**src/rtl/i2s_pkg.sv**
```systemverilog
// i2s_pkg: frame formats and shared helpers for the TDM/I2S transmitter.
package i2s_pkg;

    typedef enum logic {FMT_I2S, FMT_LJ} fmt_e;

    function automatic int frame_len(int num_ch, int slot_w);
        return num_ch * slot_w;
    endfunction

    function automatic bit params_ok(int sample_w, int slot_w, int num_ch);
        return slot_w >= sample_w && num_ch >= 2 && num_ch % 2 == 0;
    endfunction

endpackage

```
**src/rtl/i2s_tx_tdm_if.sv**
```systemverilog
// i2s_tx_tdm_if: valid/ready frame stream into the transmitter.
interface i2s_tx_tdm_if #(parameter int W = 32);
    logic [W-1:0] data;
    logic         valid;
    logic         ready;
    modport master(output data, valid, input ready);
    modport slave(input data, valid, output ready);
endinterface

```
**src/rtl/i2s_frame_ctr.sv**
```systemverilog
// i2s_frame_ctr: frame position counter, ws generation and boundary strobe.
module i2s_frame_ctr import i2s_pkg::*; #(
    parameter int SLOT_W = 16,
    parameter int NUM_CH = 2
) (
    input  logic sclk,
    input  logic rst,
    output logic ws,
    output logic last
);
    localparam int F  = frame_len(NUM_CH, SLOT_W);
    localparam int PW = $clog2(F);
    logic [PW-1:0] pos, nxt;
    // last marks the current position as F-1, so the coming edge is a boundary
    assign last = pos == PW'(F - 1);
    assign nxt  = last ? '0 : pos + 1'b1;
    always_ff @(posedge sclk or posedge rst)
        if (rst) begin
            pos <= PW'(F - 1);
            ws  <= 1'b1;
        end else begin
            pos <= nxt;
            ws  <= int'(nxt) / SLOT_W >= NUM_CH / 2;
        end
endmodule

```
**src/rtl/i2s_tx_tdm.sv**
```systemverilog
// i2s_tx_tdm: NUM_CH-slot serial audio transmitter (I2S / left-justified / TDM)
// with a one-deep frame holding buffer and underrun signalling.
module i2s_tx_tdm import i2s_pkg::*; #(
    parameter int   SAMPLE_W = 16,
    parameter int   SLOT_W   = 16,
    parameter int   NUM_CH   = 2,
    parameter fmt_e FMT      = FMT_I2S
) (
    input  logic          sclk,
    input  logic          rst,
    i2s_tx_tdm_if.slave   s,
    output logic          ws,
    output logic          sdata,
    output logic          frame_start,
    output logic          underrun
);
    localparam int F  = frame_len(NUM_CH, SLOT_W);
    localparam int HW = NUM_CH * SAMPLE_W;
    if (!params_ok(SAMPLE_W, SLOT_W, NUM_CH)) begin : g_bad_params
        $fatal(1, "i2s_tx_tdm: illegal SAMPLE_W/SLOT_W/NUM_CH combination");
    end
    logic [HW-1:0] hold;
    logic [F-1:0]  sr, padded, nxt_frame;
    logic          full, last, accept;
    i2s_frame_ctr #(.SLOT_W(SLOT_W), .NUM_CH(NUM_CH)) u_ctr (
        .sclk (sclk),
        .rst  (rst),
        .ws   (ws),
        .last (last)
    );
    assign s.ready = ~full;
    assign accept  = s.valid & ~full;
    for (genvar c = 0; c < NUM_CH; c++) begin : g_pad
        assign padded[(NUM_CH-c)*SLOT_W-1 -: SLOT_W] =
            SLOT_W'(hold[(NUM_CH-c)*SAMPLE_W-1 -: SAMPLE_W]) << (SLOT_W - SAMPLE_W);
    end
    assign nxt_frame = full ? padded : '0;
    // sr holds the current frame shifted so sr[F-1] is the bit presented at this pos;
    // LJ looks one bit ahead, I2S emits the bit of the previous pos.
    always_ff @(posedge sclk or posedge rst)
        if (rst) begin
            hold        <= '0;
            full        <= 1'b0;
            sr          <= '0;
            sdata       <= 1'b0;
            frame_start <= 1'b0;
            underrun    <= 1'b0;
        end else begin
            hold        <= accept ? s.data : hold;
            full        <= accept | (full & ~last);
            sr          <= last ? nxt_frame : sr << 1;
            sdata       <= FMT == FMT_LJ ? (last ? nxt_frame[F-1] : sr[F-2]) : sr[F-1];
            frame_start <= last;
            underrun    <= last & ~full;
        end
endmodule

```
**src/flat_wrapper.sv**
```systemverilog
// flat-port wrapper written by rule: the top's interface ports become plain ports
module i2s_tx_tdm_flat import i2s_pkg::*;
#(
    parameter int   SAMPLE_W = 16,
    parameter int   SLOT_W   = 16,
    parameter int   NUM_CH   = 2,
    parameter fmt_e FMT      = FMT_I2S
)
  (sclk, rst, ws, sdata, frame_start, underrun, s_data, s_valid, s_ready);
  i2s_tx_tdm_if #(.W(32)) s_i ();
  input  logic sclk;
  input  logic rst;
  output logic ws;
  output logic sdata;
  output logic frame_start;
  output logic underrun;
  input wire logic [$bits(s_i.data)-1:0] s_data;
  input wire logic [$bits(s_i.valid)-1:0] s_valid;
  output wire logic [$bits(s_i.ready)-1:0] s_ready;
  assign s_i.data = s_data;
  assign s_i.valid = s_valid;
  assign s_ready = s_i.ready;
  i2s_tx_tdm #(.SAMPLE_W(SAMPLE_W), .SLOT_W(SLOT_W), .NUM_CH(NUM_CH), .FMT(FMT)) u_core (.sclk(sclk), .rst(rst), .s(s_i), .ws(ws), .sdata(sdata), .frame_start(frame_start), .underrun(underrun));
endmodule
```
**config.mk**
```make
export PLATFORM = sky130hd
export DESIGN_NAME = i2s_tx_tdm_flat
export DESIGN_NICKNAME = d
export VERILOG_FILES = /design/src/rtl/i2s_pkg.sv /design/src/rtl/i2s_tx_tdm_if.sv /design/src/rtl/i2s_frame_ctr.sv /design/src/rtl/i2s_tx_tdm.sv /design/src/flat_wrapper.sv
export SDC_FILE = /design/constraint.sdc
export NUM_CORES = 1
export LEC_CHECK = 0
export CORE_MARGIN = 8
export CORE_UTILIZATION = 48
export DETAILED_ROUTE_END_ITERATION = 12
export GPL_TIMING_DRIVEN = 1
export PLACE_DENSITY = 0.83
export SYNTH_ARGS = -nofsm -noshare
export SYNTH_HDL_FRONTEND = slang
export SYNTH_SLANG_ARGS = --single-unit
export TNS_END_PERCENT = 30
```
**constraint.sdc**
```tcl
create_clock -name sclk -period 2.15 [get_ports sclk]
set_clock_uncertainty 0.2 [all_clocks]
set_input_delay 0.3225 -clock sclk [delete_from_list [all_inputs] [get_ports sclk]]
set_output_delay 0.3225 -clock sclk [all_outputs]
set_load 0.01 [all_outputs]
```
Yosys cells after proc, flatten, opt, wreduce, memory -nomap -nowiden
Index checks and enable logic that the tools add are counted.
{ "word_totals": {"ramBits": 0, "memories": 0, "ff_bits": 74, "rom_bits": 0, "latchBits": 0, "elab_cells": 20, "inputBits": 35, "output_inout_bits": 5} }
{ "op_classes": {"div": 0, "add_sub_neg": 1, "n_shift": 0, "reduce_logical": 0, "eq_ne": 1, "mul": 0, "order_cmp": 1, "n_bitwise": 6, "muxes": 3} }
{ "op_table": {"columns": ["cell", "count"], "rows": [
  ["2-to-1 mux 32 bit", 2],
  ["adder 5 x 1 -> 5 bit, second input constant", 1],
  ["== test 5 bit, second input constant", 1],
  ["2-to-1 mux 5 bit", 1],
  ["bitwise AND 1 bit", 3],
  ["NOT 1 bit", 2],
  ["greater-or-equal comparator 1 bit, second input constant", 1],
  ["bitwise OR 1 bit", 1]
]} }

Depth between registers and ports, before layout
{ "depth": {"ltp_word": 4, "mapped_depth": 8, "ltp_nobuf": 5} }

By module
Synthesis repeated with hierarchy kept, for this count alone.
{ "hier_totals": {"hier_cells": 171, "hier_area_um2": 2841.5} }
{ "by_module_without_submodules": {"columns": ["mod", "seq_area_each_um2", "cells_each", "n_inst", "area_each_um2"], "rows": [
  ["i2s_tx_tdm", 1701.6, 154, 1, 2610.0],
  ["i2s_frame_ctr", 131.4, 17, 1, 231.5]
]} }

Worst setup path after synthesis
Ideal clock, no wire load.
{ "synth_path": {"path_type": "reg-to-reg", "from": "reg u_core.u_ctr.pos[0]", "to": "reg u_core.sr[13]", "required_ns": 1.829, "arrival_ns": 1.596, "stages_incl_launch_ff": 8, "setup_time_ns": 0.121, "period_less_slack_ns": 1.917, "path_slack_ns": 0.233, "path_buffers": 2, "path_cell_list": "dfstp_2 > ha_1 > and3_1 > ha_1 > buf_2 > inv_1 > buf_2 > a22o_1"} }
{ "synth_between": {"elab_chain_len": 2} }
{ "synth_lines": {"columns": ["item", "line", "rtl"], "rows": [
  ["start: declaration", "i2s_frame_ctr.sv:13", "logic [PW-1:0] pos, nxt;"],
  ["start signal: assignment", "i2s_frame_ctr.sv:19", "pos <= PW'(F - 1);"],
  ["start signal: assignment", "i2s_frame_ctr.sv:22", "pos <= nxt;"],
  ["== test 5 bit", "i2s_frame_ctr.sv:15", "assign last = pos == PW'(F - 1);"],
  ["2-to-1 mux 32 bit", "i2s_tx_tdm.sv:51", "sr <= last ? nxt_frame : sr << 1;"],
  ["end signal: assignment", "i2s_tx_tdm.sv:51", null],
  ["end: declaration", "i2s_tx_tdm.sv:23", "logic [F-1:0] sr, padded, nxt_frame;"]
]} }
No other way between the ends.
A chain may end at the register's enable or synchronous reset.

Worst setup path in the final report
{ "layout_path": {"from": "reg u_core.u_ctr.pos[0]", "to": "reg u_core.sr[14]"} }
Same word-level chain as after synthesis.

==> flow_summary.toml <==
[placement]
preCtsSetupSlack_ns = 0.00556
dpl.hpwl_um = 3180
place_area_um2 = 3320
gp_congestion = 0.680
io_buffers = 39

[setup_path]
worst-path-buf-inv = 2
rrSetupSlack_ns = 0.11
critPathMaxFanout = 25
rr_worst_depth = 6
worstSetupStartpointType = "flop"
crit_required_ns = 2.18
crit_slowest_cell = "dfstp_2"
crit_family = "flip-flops"
startpoint = "u_core.u_ctr.pos[0]"
crit_arrival_ns = 2.07
reg2reg_to = "u_core.sr[14]"
crit_type = "flop to flop"
endpoint_kind = "flop"
max_stage_delay_ns = 0.55
crit_chain = "ha_1 > and3_1 > ha_1 > clkinvlp_4 > buf_12 > a22o_1"
rr_startpoint = "u_core.u_ctr.pos[0]"
crit_top_cell = "ha_1"

[global_route]
grt_max_degree = 74
grt_pass1_vias = 1735
grt-ovfl-total = 0
antenna_found_initial = 0
track_usage_pct = 12.8
grt_pass1_wl_um = 8630

[clock_tree]
ctsRootBufferMaster = "clkbuf_8"
holdBufCountCts = 0
tritoncts = "yes"
clkTransAtPathRegs_ns = 0.07
cts_made_buffers = 9
cts_sinks = 73
clkLatencyLatePin_ns = 0.34
cts_htree_levels = 3
cts_buffer_depth = 2

[layout]
finalInstanceArea_um2 = 3520
n_antenna_cell = 0
fillers = 441
drive_gt1_share_pct = 26.8
utilization_pct = 60.2
nets = 264
area_delta_synth_final_pct = 22.4

[logic_synthesis]
seq_area_frac_synth_pct = 63.7
async_flop_share_pct = 100
ys_types = 20
synth_edf_count = 0
yosysWarnings = 0
netlist_area_um2 = 2880
synth_flop_cell = "dfrtp_1"
synth_nets = 219
syn_area_per_cell_um2 = 15.9
synthTopCellsByArea = "dfrtp_1, mux2_4, a22o_1"
synth_top_area_cell = "dfrtp_1"
netlist.area_leader.share_pct = 59.2
ys_top_cells_by_count = "dfrtp_1, mux2_4, a22o_1, nand2_1, o2bb2ai_1"
synth_most_common_cell = "dfrtp_1"
netlist_instances = 181
ys_seq_elements = 73

[drt]
vias = 1597
dr_wl_met3_um = 267
drtPass1Iterations = 4
wl_met2_um = 2220
drt_iter0_markers = 87
finalWirelength_um = 5020
top_layer = "met4"
met1Wirelength_um = 2420
route.detailed.drc = 0
routedWlPerCell_um = 16.4
vias_per_cell = 5.22
drt.antenna.violating_nets = 0

[timing]
period_needed_ns = 2.04
setup_tns_ns = 0
rsz0062_at_grt = "false"
max_freq_ghz = 0.491
fin_ws_ns = 0.114
finalCritPeriodShare_pct = 94.7
worst_pin_slew_ns = 0.370
hold_ws_ns = 0.153
maxSlewHeadroom_pct = 75.3
finalSetupViolations = 0
drv_slew = 0
hold_violations = 0

[power]
peakVddDrop_uv = 579
leakage_nw = 1.56
powerDensity_nw_per_um2 = 1020

[die]
die_width_um = 93.4
rows = 28
die_area_um2 = 8730
pin_count = 40
initial_core_util_pct = 49.2
core_um2 = 5850
die_h_um = 93.4

[worst_hold_path]
hold_path_depth = 0
min_to = "u_core.sdata"
min_from = "u_core.sr[31]"
hold_class = "flop to flop"

[outcome]
status = "finished, final reports clean"

[flow_run]
cap_violations = 0
worst max path at each step:
stage / endpoint / slack, ns / depth (start not counted)
5_1_grt: u_core.sr[12] / 0.01 / 6
3_5_place_dp: u_core.sr[6] / 0.006 / 5
4_1_cts: u_core.sr[6] / 0.11 / 6
2_1_floorplan: u_core.sr[13] / 0.23 / 7
6_report: u_core.sr[14] / 0.11 / 6
3_3_place_gp: u_core.sr[31] / 0.11 / 5
stage by stage:
stage | power [mW] | instances
4_1_cts | 3.62 | 304
6_report | 3.58 | 306
2_1_floorplan | 2.45 | 181
3_3_place_gp | 2.62 | 288
3_5_place_dp | 2.66 | 288
5_1_grt | 3.77 | 306
where the power goes:
part | switching, mW | leakage, nW | internal [mW] | total, mW
registers | 0.197 | 0.894 | 1.76 | 1.95
logic | 0.178 | 0.582 | 0.494 | 0.671
clock network | 0.475 | 0.0867 | 0.482 | 0.957
total | 0.850 | 1.56 | 2.73 | 3.58
final cells by class:
type | count | area [um^2] | area share, %
clock inverters | 2 | 12.5 | 0.355
inverters | 3 | 18.8 | 0.533
flip-flops and latches | 73 | 1830 | 52.1
well taps | 75 | 93.8 | 2.67
repair buffers | 46 | 480 | 13.7
clock buffers | 14 | 163 | 4.62
multi-input cells | 93 | 918 | 26.1
sequential cells by signal, summed over array words and instances, names as in the netlist:
register,flops
u_core.u_ctr.pos,5
u_core.sdata,1
u_core.sr,32
u_core.underrun,1
u_core.frame_start,1
u_core.hold,32
u_core.full,1
cells in the final DEF (no fill, tap or decap):
| cell | count |
|---|---|
| nand2_1 | 14 |
| a22o_1 | 17 |
| nor2b_1 | 1 |
| clkinv_2 | 1 |
| and3_1 | 2 |
| mux2_4 | 29 |
| o2bb2ai_1 | 14 |
| mux2_2 | 4 |
| clkdlybuf4s50_1 | 39 |
| nand3_1 | 1 |
| buf_4 | 4 |
| and2_2 | 1 |
| dfstp_2 | 5 |
| buf_12 | 3 |
| nor2b_4 | 1 |
| xnor2_1 | 1 |
| inv_1 | 1 |
| clkinvlp_4 | 3 |
| nor2_1 | 4 |
| dfrtp_1 | 68 |
| a21o_1 | 1 |
| ha_1 | 3 |
| clkbuf_8 | 11 |
| clkbuf_1 | 3 |
layer usage:
metal | vias up | track usage [%]
met3 | 12 | 3.85
li1 | 727 | -
met1 | 812 | 17.3
met2 | 46 | 17.7
met4 | 0 | 7.65
met5 | - | 0
kinds of logic after synthesis:
| group | synth area share [%] |
|---|---|
| multiplexers | 16.7 |
| AND/OR/NAND/NOR | 3.61 |
| AO/OA/AOI/OAI | 9.70 |
| adder cells (fa/ha/maj) | 1.31 |
| flip-flops | 63.7 |
| XOR/XNOR | 0.305 |
| buffers and inverters | 4.65 |
timing repair:
item / 4_1_cts / 5_1_grt
setup endpoints to repair: 3 / 17
cloned: 0 / 0
gates resized for setup: 1 / 1
setup buffers: 0 / 2
Note: power is estimated with default switching activity, not from simulation.
